### config.mk
export PLATFORM = sky130hd
export DESIGN_NAME = fpmu_result_tx_flat
export DESIGN_NICKNAME = d
export VERILOG_FILES = /design/src/rtl/fpmu_result_tx_if.sv /design/src/rtl/fpmu_result_tx.sv /design/src/flat_wrapper.sv
export SDC_FILE = /design/constraint.sdc
export NUM_CORES = 1
export LEC_CHECK = 0
export BUFFER_PORTS_ARGS = -buffer_cell sky130_fd_sc_hd__buf_4
export CORE_MARGIN = 1.5
export CORE_UTILIZATION = 50
export DETAILED_ROUTE_END_ITERATION = 10
export PLACE_DENSITY_LB_ADDON = 0.08
export REMOVE_ABC_BUFFERS = 1
export SYNTH_ARGS = -nofsm -noshare
export SYNTH_HDL_FRONTEND = slang
export SYNTH_SLANG_ARGS = --single-unit
### constraint.sdc
create_clock -name clk -period 2.4 [get_ports clk]
set_input_delay 0.48 -clock clk [delete_from_list [all_inputs] [get_ports clk]]
set_output_delay 0.48 -clock clk [all_outputs]
set_load 0.03 [all_outputs]
### src/rtl/fpmu_result_tx_if.sv
// Result-side and host-side signals of the FPMU byte-serial transmitter.
// master = transmitter view, slave = core/host environment view.
interface fpmu_result_tx_if;
  logic        res_valid;
  logic        res_ready;
  logic [31:0] res_data;
  logic [4:0]  res_flags;
  logic [7:0]  byte_out;
  logic        byte_strb;
  logic        byte_ack;
  logic        frame_last;
  logic        timeout_err;

  modport master (
    input  res_valid, res_data, res_flags, byte_ack,
    output res_ready, byte_out, byte_strb, frame_last, timeout_err
  );

  modport slave (
    output res_valid, res_data, res_flags, byte_ack,
    input  res_ready, byte_out, byte_strb, frame_last, timeout_err
  );
endinterface

### src/rtl/fpmu_result_tx.sv
// Sends {101,flags} then DATA_BYTES result bytes MSB first, one 4-phase strobe/ack per byte.
// Ack seen through 2 sync flops; a result is taken only in IDLE with ack released.
module fpmu_result_tx #(
  parameter int          DATA_BYTES  = 4,
  parameter logic [15:0] ACK_TIMEOUT = 16'd1000
) (
  input logic              clk,
  input logic              rst_n,
  fpmu_result_tx_if.master bus
);
  typedef enum logic [1:0] {IDLE = 2'd0, DRIVE = 2'd1, RELEASE = 2'd2} state_t;

  state_t                  state_q, state_d;
  logic                    ack_meta, ack_s;
  logic [8*DATA_BYTES-1:0] data_q, data_d;
  logic [7:0]              byte_q, byte_d, next_byte;
  logic                    strb_q, strb_d;
  logic                    last_q, last_d;
  logic                    err_q, err_d;
  logic [2:0]              idx_q, idx_d;
  logic [15:0]             cnt_q, cnt_d;
  logic                    accept, waiting, term, last_sent;

  assign bus.res_ready   = (state_q == IDLE) && !ack_s;
  assign bus.byte_out    = byte_q;
  assign bus.byte_strb   = strb_q;
  assign bus.frame_last  = last_q;
  assign bus.timeout_err = err_q;

  assign accept    = bus.res_valid && bus.res_ready;
  assign waiting   = ((state_q == DRIVE) && !ack_s) || ((state_q == RELEASE) && ack_s);
  assign term      = waiting && (cnt_q == ACK_TIMEOUT - 16'd1);
  assign last_sent = (idx_q == 3'(DATA_BYTES));

  // idx counts data bytes already sent, so the next one is byte DATA_BYTES-1-idx
  always_comb begin
    next_byte = 8'h00;
    for (int i = 0; i < DATA_BYTES; i++) begin
      if (idx_q == 3'(DATA_BYTES - 1 - i)) next_byte = data_q[8*i +: 8];
    end
  end

  always_ff @(posedge clk or negedge rst_n) begin
    if (!rst_n) begin
      state_q  <= IDLE;
      ack_meta <= 1'b0;
      ack_s    <= 1'b0;
      data_q   <= '0;
      byte_q   <= 8'h00;
      strb_q   <= 1'b0;
      last_q   <= 1'b0;
      err_q    <= 1'b0;
      idx_q    <= 3'd0;
      cnt_q    <= 16'd0;
    end else begin
      state_q  <= state_d;
      ack_meta <= bus.byte_ack;
      ack_s    <= ack_meta;
      data_q   <= data_d;
      byte_q   <= byte_d;
      strb_q   <= strb_d;
      last_q   <= last_d;
      err_q    <= err_d;
      idx_q    <= idx_d;
      cnt_q    <= cnt_d;
    end
  end

  // An ack arriving on the terminal count is checked first, so it wins over the abort
  always_comb begin
    state_d = state_q;
    case (state_q)
      IDLE:    if (accept) state_d = DRIVE;
      DRIVE: begin
        if (ack_s)     state_d = RELEASE;
        else if (term) state_d = IDLE;
      end
      RELEASE: begin
        if (!ack_s)    state_d = last_sent ? IDLE : DRIVE;
        else if (term) state_d = IDLE;
      end
      default: state_d = IDLE;
    endcase
  end

  always_comb begin
    data_d = data_q;
    byte_d = byte_q;
    strb_d = strb_q;
    last_d = last_q;
    err_d  = err_q;
    idx_d  = idx_q;
    cnt_d  = (waiting && !term) ? cnt_q + 16'd1 : 16'd0;
    case (state_q)
      IDLE: begin
        if (accept) begin
          data_d = bus.res_data[8*DATA_BYTES-1:0];
          byte_d = {3'b101, bus.res_flags};
          strb_d = 1'b1;
          last_d = 1'b0;
          err_d  = 1'b0;
          idx_d  = 3'd0;
        end
      end
      DRIVE: begin
        if (ack_s) begin
          strb_d = 1'b0;
        end else if (term) begin
          strb_d = 1'b0;
          last_d = 1'b0;
          err_d  = 1'b1;
        end
      end
      RELEASE: begin
        if (!ack_s) begin
          if (last_sent) begin
            last_d = 1'b0;
          end else begin
            idx_d  = idx_q + 3'd1;
            byte_d = next_byte;
            strb_d = 1'b1;
            last_d = (idx_q + 3'd1 == 3'(DATA_BYTES));
          end
        end else if (term) begin
          last_d = 1'b0;
          err_d  = 1'b1;
        end
      end
      default: begin
        strb_d = 1'b0;
        last_d = 1'b0;
      end
    endcase
  end
endmodule

### src/flat_wrapper.sv
// flat-port wrapper written by rule: the top's interface ports become plain ports
module fpmu_result_tx_flat 
#(
  parameter int          DATA_BYTES  = 4,
  parameter logic [15:0] ACK_TIMEOUT = 16'd1000
)
  (clk, rst_n, bus_res_valid, bus_res_data, bus_res_flags, bus_byte_ack, bus_res_ready, bus_byte_out, bus_byte_strb, bus_frame_last, bus_timeout_err);
  fpmu_result_tx_if bus_i ();
  input logic clk;
  input logic rst_n;
  input wire logic [$bits(bus_i.res_valid)-1:0] bus_res_valid;
  input wire logic [$bits(bus_i.res_data)-1:0] bus_res_data;
  input wire logic [$bits(bus_i.res_flags)-1:0] bus_res_flags;
  input wire logic [$bits(bus_i.byte_ack)-1:0] bus_byte_ack;
  output wire logic [$bits(bus_i.res_ready)-1:0] bus_res_ready;
  output wire logic [$bits(bus_i.byte_out)-1:0] bus_byte_out;
  output wire logic [$bits(bus_i.byte_strb)-1:0] bus_byte_strb;
  output wire logic [$bits(bus_i.frame_last)-1:0] bus_frame_last;
  output wire logic [$bits(bus_i.timeout_err)-1:0] bus_timeout_err;
  assign bus_i.res_valid = bus_res_valid;
  assign bus_i.res_data = bus_res_data;
  assign bus_i.res_flags = bus_res_flags;
  assign bus_i.byte_ack = bus_byte_ack;
  assign bus_res_ready = bus_i.res_ready;
  assign bus_byte_out = bus_i.byte_out;
  assign bus_byte_strb = bus_i.byte_strb;
  assign bus_frame_last = bus_i.frame_last;
  assign bus_timeout_err = bus_i.timeout_err;
  fpmu_result_tx #(.DATA_BYTES(DATA_BYTES), .ACK_TIMEOUT(ACK_TIMEOUT)) u_core (.clk(clk), .rst_n(rst_n), .bus(bus_i));
endmodule
==> reports/metrics.cfg, run 1 <==
[run_status]
outcome = finished, final reports clean

[clock_network]
clock_path_buffers = 2
cts_resized = 0
cts.reportedPaths.clkPinSlew_ns = 0.07
post_cts_buffers = 0
ctsHoldBuffers = 0
cts_sinks = 66
clkLatencyLatePin_ns = 0.35
ctsRootBufferMaster = clkbuf_8
cts_inserted_buffers = 9
cts_tree = yes
h-tree-depth = 3

[finish]
final_cell_area_mm2 = 0.003944
mostFrequentLayoutCells = 66 x dfrtp_1, 56 x buf_4, 33 x mux2_2
final_layout_size_suffix_gt1_share_pct = 30.34
area_delta_synth_final_pct = 20.31
final_common_cell = dfrtp_1
layout.nets = 403
fin_util_pct = 62.11
fillers = 544
fin_cells = 433
n_antenna_cell = 0

[timing]
finalHoldViolCount = 0
clock_skew_ns = 0.009379
grt_setup_unrepaired = false
slew_headroom_pct = 45.36
finalCriticalPeriod_ns = 2.061
setup_viol = 0
holdWs_ns = 0.2287
tightest_slew_ns = 0.8196
min_period_over_period_pct = 85.86
fmax_ghz = 0.4853
slew_viol_final = 0

[floorplan]
die_h_um = 83.97
rows = 29
die-area_mm2 = 0.007051
start_util_pct = 51.63
core_mm2 = 0.006350
die_x_um = 83.97
io_pins = 53

[worst_setup_path]
path_max_fanout = 8
cp.required_ns = 1.92
cp-start-kind = flop
cp_data_arrival_time_ns = 1.58
end_kind = primary output
crit_type = reg -> out

[place]
dp_hpwl_mm = 4.586
dpl.cell_count = 417
placed_area_mm2 = 0.003749
port-buffer-count = 52
gp_congestion = 0.8838

[yosys]
synth_edf_count = 0
syn_avg_cell_area_um2 = 11.00
synthTopCellsByArea = dfrtp_1 50%, mux2_2 11%, ha_1 4.2%
yosysTopAreaCellShare_pct = 50.38
ys_seq_area_share_pct = 50.38
ys_ff_latch = 66
synth_ff_type = dfrtp_1
synthCells = 298
synth_area_mm2 = 0.003278
async_flop_share_pct = 100.0
yosysTopAreaCell = dfrtp_1
ys.warnings.count = 0
synth.distinct_cells = 49

[routing]
dr_total_vias = 2408
drc = 0
final_antenna_net_count = 0
avgViaCountPerCell = 5.561
drt_first_pass_iters = 4
wl_per_cell_um = 15.14
finalWirelength_mm = 6.556
drt_iter0_markers = 126

[global_routing]
first_global_vias = 2414
grt_max_degree = 67
grt_pass1_wl_mm = 11.58
antenna_found_initial = 0
grt_usage_pct = 20.78
gr-total-overflow = 0

[power_and_ir_drop]
leakage_nw = 1.752
irDropWorstVdd_mv = 0.6417
power_density_mw_per_mm2 = 1053

[min_path]
min-delay-path-class = in -> async

[run]
max-cap-violations = 0

-- per-stage QoR --
| step | setup TNS (ns) | total power [mW] | setup WS [ns] |
|---|---|---|---|
| 6_report | 0 | 4.154 | 0.3394 |
| 5_1_grt | 0 | 4.445 | 0.1741 |
| 4_1_cts | 0 | 4.190 | 0.3275 |
| 3_5_place_dp | 0 | 3.262 | 0.5386 |
| 3_3_place_gp | 0 | 3.233 | 0.6236 |
| 2_1_floorplan | -6.364 | 2.749 | -0.1989 |
-- sequential cells by signal, summed over array words and instances (netlist names) --
| name | flops |
|---|---|
| u_core.data_q | 32 |
| u_core.cnt_q | 16 |
| u_core.bus.byte_out | 8 |
| u_core.idx_q | 3 |
| u_core.state_q | 2 |
| u_core.ack_meta | 1 |
| u_core.ack_s | 1 |
| u_core.bus.byte_strb | 1 |
| u_core.bus.frame_last | 1 |
| u_core.bus.timeout_err | 1 |
-- final timing paths --
path,from,endpoint,slack (ns),depth (start not counted)
min reg2reg,u_core.ack_meta,u_core.ack_s,0.36,0
max,u_core.state_q[0],bus_res_ready,0.34,4
min in group clk,bus_byte_ack,u_core.ack_meta,0.24,1
min,rst_n,u_core.cnt_q[9],0.23,1
max reg2reg,u_core.state_q[0],u_core.bus.frame_last,0.52,5
max in group asynchronous,rst_n,u_core.bus.timeout_err,1.63,1
-- metal layers --
layer	share of wire (%)	vias to the layer above	global-route usage [%]
met5	0	-	0
met4	1.4	0	7.154
met3	4.6	10	5.836
met2	49	53	33.58
met1	45	1165	26.94
li1	-	1180	-
-- synth_stat cells, drive strengths merged, types with 4 or more instances --
cell and number:
nand4 5, o211ai 5, nand2b 4, and3b 5
o21ai 7, buf 9, inv 9, nor2 32
a31oi 5, nand2 11, nand3 10, ha 11
a32oi 6, clkbuf 6, dfrtp 66, nor2b 6
xor2 6, mux2 33, a21oi 15, nor3 6
a22o 6, xnor2 5
-- report_power, final --
part	internal, mW	switching, mW	leakage (nW)
combinational	0.722	0.793	0.832
clock	0.481	0.436	0.0925
sequential	1.49	0.231	0.827
total	2.69	1.46	1.75
-- layout make-up --
type	instances	area (um^2)	share of cell area (%)
Sequential cell	66	1652	41.88
Multi-Input combinational cell	208	1526	38.71
Timing Repair Buffer	57	440.4	11.17
Clock buffer	10	127.6	3.236
Tap cell	77	96.34	2.443
Clock inverter	6	67.56	1.713
Inverter	9	33.78	0.8566
-- kinds of logic after synthesis --
| family | Yosys count | synth area share [%] |
|---|---|---|
| AND/OR/NAND/NOR | 96 | 16.07 |
| AO/OA/AOI/OAI | 57 | 12.02 |
| adder cells (fa/ha/maj) | 11 | 4.198 |
| multiplexers | 33 | 11.34 |
| buffers and inverters | 24 | 3.053 |
| XOR/XNOR | 11 | 2.939 |
| flip-flops | 66 | 50.38 |
-- critical path: stages (launching register included) --
cell and delay [ns]:
dfrtp_1 0.42, inv_1 0.12, ha_1 0.31, nor2b_1 0.21
buf_4 0.18
Note: power is estimated with default switching activity, not from simulation.
==> inputs of run 2 (changes only) <==
Settings changed: MAX_ROUTING_LAYER set to met4.
==> run 2 against run 1 <==
  * Setup slack better by 0.00058 ns
  * Hold slack worse by 0.00086 ns
  * Wire length is 0.12% higher
  * Clock power hardly changed
  * Final area stayed put
  * First-iteration DRC count is 5.6% lower
  * Critical path depth stayed put
  * Via count is 0.66% lower
  * Global-route usage is 0.53 points higher
  * Power hardly changed
  * Combinational power hardly changed
  * Clock skew is 0.0022 ns higher
==> reports/metrics.cfg, run 2 (same netlist as run 1, synthesis figures left out) <==
[finish]
area_delta_synth_final_pct = 20.31  ; unchanged
regMostFlops = u_core.data_q
final_layout_size_suffix_gt1_share_pct = 30.34  ; unchanged
largest_register_ffs = 32  ; unchanged
layout.nets = 403  ; unchanged
final_common_cell = dfrtp_1
n_antenna_cell = 0  ; unchanged
mostFrequentLayoutCells = 66 x dfrtp_1, 56 x buf_4, 33 x mux2_2
final_cell_area_mm2 = 0.003944  ; unchanged

[run_status]
outcome = finished, final reports clean

[timing]
setup_viol = 0  ; unchanged
finalCriticalPeriod_ns = 2.060  ; -0.0005800 ns
finalHoldViolCount = 0  ; unchanged
fmax_ghz = 0.4854  ; about the same
grt_setup_unrepaired = false
slew_viol_final = 0  ; unchanged
clock_skew_ns = 0.01153  ; +0.002153 ns
min_period_over_period_pct = 85.84  ; about the same
slew_headroom_pct = 45.50  ; +0.14 points
tightest_slew_ns = 0.8175  ; -0.002133 ns
fin_ws_ns = 0.3399  ; +0.0005800 ns

[clock_network]
ctsRootBufferMaster = clkbuf_8
clkLatencyLatePin_ns = 0.35  ; about the same
cts_sinks = 66  ; unchanged
cts.reportedPaths.clkPinSlew_ns = 0.07  ; about the same
cts_tree = yes
post_cts_buffers = 0  ; unchanged
clock_path_buffers = 2  ; unchanged
h-tree-depth = 3  ; unchanged
ctsHoldBuffers = 0  ; unchanged
cts_resized = 0  ; unchanged
cts_inserted_buffers = 9  ; unchanged

[place]
placed_area_mm2 = 0.003749  ; unchanged
gp_congestion = 0.8986  ; +1.7%
dp_worst_setup_slack_ns = 0.5386  ; unchanged
dp_hpwl_mm = 4.586  ; unchanged
port-buffer-count = 52  ; unchanged

[min_path]
min-delay-path-class = in -> async

[floorplan]
start_util_pct = 51.63  ; unchanged
die_x_um = 83.97  ; unchanged
core_mm2 = 0.006350  ; unchanged
die-area_mm2 = 0.007051  ; unchanged
die_h_um = 83.97  ; unchanged
rows = 29  ; unchanged
io_pins = 53  ; unchanged

[worst_setup_path]
crit_type = reg -> out
path_cells = inv_1 > ha_1 > nor2b_1 > buf_4
cpPeakStageDelay_ns = 0.42  ; about the same
cp.required_ns = 1.92  ; about the same
end_kind = primary output
cp-start-kind = flop
crit_slowest_cell = dfrtp_1
cp_data_arrival_time_ns = 1.58  ; about the same
crit_path_start = u_core.state_q[0]
reg2reg_from = u_core.state_q[0]
path_max_fanout = 8  ; unchanged
critPathTopFamily = flip-flops
cp.buffers_inverters = 2  ; unchanged

[routing]
dr_total_vias = 2392  ; -0.66%
avgViaCountPerCell = 5.524  ; -0.66%
drt_first_pass_iters = 5  ; +1
wl_per_cell_um = 15.16  ; +0.12%
drc = 0  ; unchanged
final_antenna_net_count = 0  ; unchanged
finalWirelength_mm = 6.564  ; +0.12%
drt_iter0_markers = 119  ; -5.6%

[global_routing]
first_global_vias = 2418  ; +0.17%
gr-total-overflow = 0  ; unchanged
grt_pass1_wl_mm = 11.54  ; -0.36%
grt_usage_pct = 21.31  ; +0.53 points
antenna_found_initial = 0  ; unchanged
grt_max_degree = 67  ; unchanged

[run]
max-cap-violations = 0  ; unchanged

[power_and_ir_drop]
leakage_nw = 1.752  ; unchanged
power_density_mw_per_mm2 = 1053  ; about the same
irDropWorstVdd_mv = 0.6350  ; -1.1%

[run 2: worst paths after layout]
| kind | end | slack [ns] | cells past startpoint |
|---|---|---|---|
| max in group asynchronous | u_core.state_q[0] | 1.63 | 1 |
| worst max register to register | u_core.bus.frame_last | 0.51 | 5 |
| worst min register to register | u_core.ack_s | 0.36 | 0 |
| worst max-delay path | bus_res_ready | 0.34 | 4 |
| worst min-delay path | u_core.cnt_q[9] | 0.23 | 1 |
| min in group clk | u_core.ack_meta | 0.24 | 1 |
[run 2: worst reg2reg max path: cells and delay by family, from the launching register on]
kind | cells | cell delay (ns)
compound gates | 3 | 0.97
fa+ha+maj | 1 | 0.31
buf+inv | 1 | 0.12
flops | 1 | 0.42
[run 2: cell type report]
cell class	instances	area, um^2
fillers	544	2406
flip-flops and latches	66	1652
multi-input cells	208	1526
repair buffers	57	440.4
clock buffers	10	127.6
well taps	77	96.34
clock inverters	6	67.56
inverters	9	33.78
[run 2: through the flow]
stage          power [mW]  utilization, %  hold WS, ns  setup TNS [ns]  cells
6_report            4.154           62.11       0.2278               0    433
5_1_grt             4.443           62.11       0.2299               0    433
4_1_cts             4.190           62.11       0.2271               0    433
3_5_place_dp        3.262           59.03       0.3515               0    417
3_3_place_gp        3.233           59.03       0.3549               0    417
2_1_floorplan       2.749               -       0.1844          -6.364    283
[run 2: power breakdown]
part	switching (mW)	leakage [nW]	internal [mW]	total, mW
sequential	0.231	0.827	1.49	1.72
combinational	0.794	0.832	0.722	1.52
clock	0.435	0.0925	0.481	0.916
total	1.46	1.75	2.69	4.15
[run 2: per-layer routing]
layer / share of wire (%) / global-route usage, %
met5: 0 / -
met3: 3.9 / 5.638
met4: 1.4 / 6.706
met2: 48 / 33.65
met1: 46 / 27.01
==> inputs of run 3 (changes only) <==
Settings changed: RECOVER_POWER set to 50.
==> run 3 against run 2 <==
  * The run now ends with capacitance limit, slew limit left
  * Non-clock buffer count is the same
  * Critical path depth is the same
  * Combinational power about the same
  * Utilization shrank 0.28 points
  * Cell count is the same
  * Critical path type unchanged
==> reports/metrics.cfg, run 3 (same netlist as run 1, synthesis figures left out) <==
[finish]
area_delta_synth_final_pct = 19.77
n_antenna_cell = 0  ; unchanged
largest_register_ffs = 32  ; unchanged
fin_cells = 433  ; unchanged
fin_util_pct = 61.83  ; -0.28 points
fillers = 546  ; +0.37%
layout.nets = 403  ; unchanged
final_layout_size_suffix_gt1_share_pct = 29.21  ; -1.1 points
final_common_cell = dfrtp_1
mostFrequentLayoutCells = 66 x dfrtp_1, 50 x buf_4, 33 x mux2_2
regMostFlops = u_core.data_q

[clock_network]
clock_path_buffers = 2  ; unchanged
ctsHoldBuffers = 0  ; unchanged
cts.reportedPaths.clkPinSlew_ns = 0.07  ; about the same
cts_resized = 0  ; unchanged
cts_inserted_buffers = 9  ; unchanged
post_cts_buffers = 0  ; unchanged
cts_tree = yes
clkLatencyLatePin_ns = 0.35  ; about the same
h-tree-depth = 3  ; unchanged
ctsRootBufferMaster = clkbuf_8
cts_sinks = 66  ; unchanged

[global_routing]
gr-total-overflow = 0  ; unchanged
grt_pass1_wl_mm = 11.54  ; unchanged
antenna_found_initial = 0  ; unchanged
grt_max_degree = 67  ; unchanged
first_global_vias = 2418  ; unchanged
grt_usage_pct = 21.31  ; unchanged

[timing]
slew_headroom_pct = -7.004  ; -53 points
fmax_ghz = 0.4854  ; about the same
grt_setup_unrepaired = false
finalHoldViolCount = 0  ; unchanged
slew_viol_final = 67  ; +67
clock_skew_ns = 0.01152  ; -0.00001340 ns
finalCriticalPeriod_ns = 2.060  ; -0.00003000 ns
setup_viol = 0  ; unchanged
min_period_over_period_pct = 85.83  ; about the same
tightest_slew_ns = 1.605  ; +0.7876 ns

[worst_setup_path]
end_kind = primary output
crit_path_start = u_core.state_q[0]
r2r_slack_ns = 0.51  ; about the same
path_max_fanout = 8  ; unchanged
r2r-end = u_core.bus.frame_last
crit_type = reg -> out
cp.required_ns = 1.92  ; about the same
cp_data_arrival_time_ns = 1.58  ; about the same
reg2reg_from = u_core.state_q[0]
r2r_cells = 5  ; unchanged
cp-start-kind = flop
crit_end = bus_res_ready

[floorplan]
start_util_pct = 51.63  ; unchanged
core_mm2 = 0.006350  ; unchanged
die_h_um = 83.97  ; unchanged
die-area_mm2 = 0.007051  ; unchanged
io_pins = 53  ; unchanged
die_x_um = 83.97  ; unchanged
rows = 29  ; unchanged

[place]
port-buffer-count = 52  ; unchanged
dp_hpwl_mm = 4.586  ; unchanged
dpl.cell_count = 417  ; unchanged
gp_congestion = 0.8986  ; unchanged

[routing]
drt_iter0_markers = 120  ; +0.84%
dr_total_vias = 2390  ; -0.084%
drc = 0  ; unchanged
wl_per_cell_um = 15.18  ; +0.17%
drt_first_pass_iters = 5  ; unchanged
finalWirelength_mm = 6.575  ; +0.17%
avgViaCountPerCell = 5.520  ; about the same
final_antenna_net_count = 0  ; unchanged

[power_and_ir_drop]
leakage_nw = 1.735  ; -0.93%
irDropWorstVdd_mv = 0.6341  ; -0.14%
power_density_mw_per_mm2 = 1055  ; +0.17%

[run]
max-cap-violations = 1  ; +1

[min_path]
min_path_cells = 1
min-delay-path-class = in -> reg

[run_status]
violations = capacitance limit, slew limit
outcome = complete, but fails checks

## run 3: power by group
part | internal, mW | switching, mW
sequential | 1.49 | 0.231
combinational | 0.709 | 0.796
clock | 0.481 | 0.436
## run 3: area by class of cell
| type | instances | area, um^2 | share of cell area (%) |
|---|---|---|---|
| clock buffers | 10 | 127.6 | 3.250 |
| clock inverters | 6 | 67.56 | 1.721 |
| inverters | 9 | 33.78 | 0.8604 |
| multi-input cells | 208 | 1526 | 38.88 |
| flip-flops and latches | 66 | 1652 | 42.06 |
| well taps | 77 | 96.34 | 2.454 |
| repair buffers | 57 | 422.9 | 10.77 |
## run 3: stage by stage
step / hold slack, ns / worst slack [ns] / power (mW) / cell area, um^2 / TNS [ns]
after detailed placement: 0.3515 / 0.5386 / 3.262 / 3749 / 0
after CTS: 0.2271 / 0.3275 / 4.190 / 3944 / 0
final: 0.2634 / 0.3400 / 4.142 / 3926 / 0
after global routing: 0.2521 / 0.1758 / 4.428 / 3926 / 0
after floorplan: 0.1844 / -0.1989 / 2.749 / 3212 / -6.364
after global placement: 0.3549 / 0.6236 / 3.233 / 3749 / 0
## run 3: how the worst min path moves through the flow
stage                          from              end  slack [ns]
global placement    u_core.ack_meta     u_core.ack_s        0.35
finish                 bus_byte_ack  u_core.ack_meta        0.26
CTS                    bus_byte_ack  u_core.ack_meta        0.23
detailed placement  u_core.ack_meta     u_core.ack_s        0.35
floorplan                     rst_n  u_core.ack_meta        0.18
global route           bus_byte_ack  u_core.ack_meta        0.25
## run 3: per-layer routing
metal	track usage (%)	vias up	share of wire (%)	wire length [um]
met2	33.65	46	48	3181
li1	-	1181	-	-
met1	27.01	1153	46	3046
met4	6.706	0	1.4	92
met3	5.638	10	3.9	254
met5	-	-	0	0
## run 3: critical path: stages (launching register included)
cell     delay [ns]
dfrtp_1        0.42
inv_1          0.12
ha_1           0.31
nor2b_1        0.21
buf_4          0.18
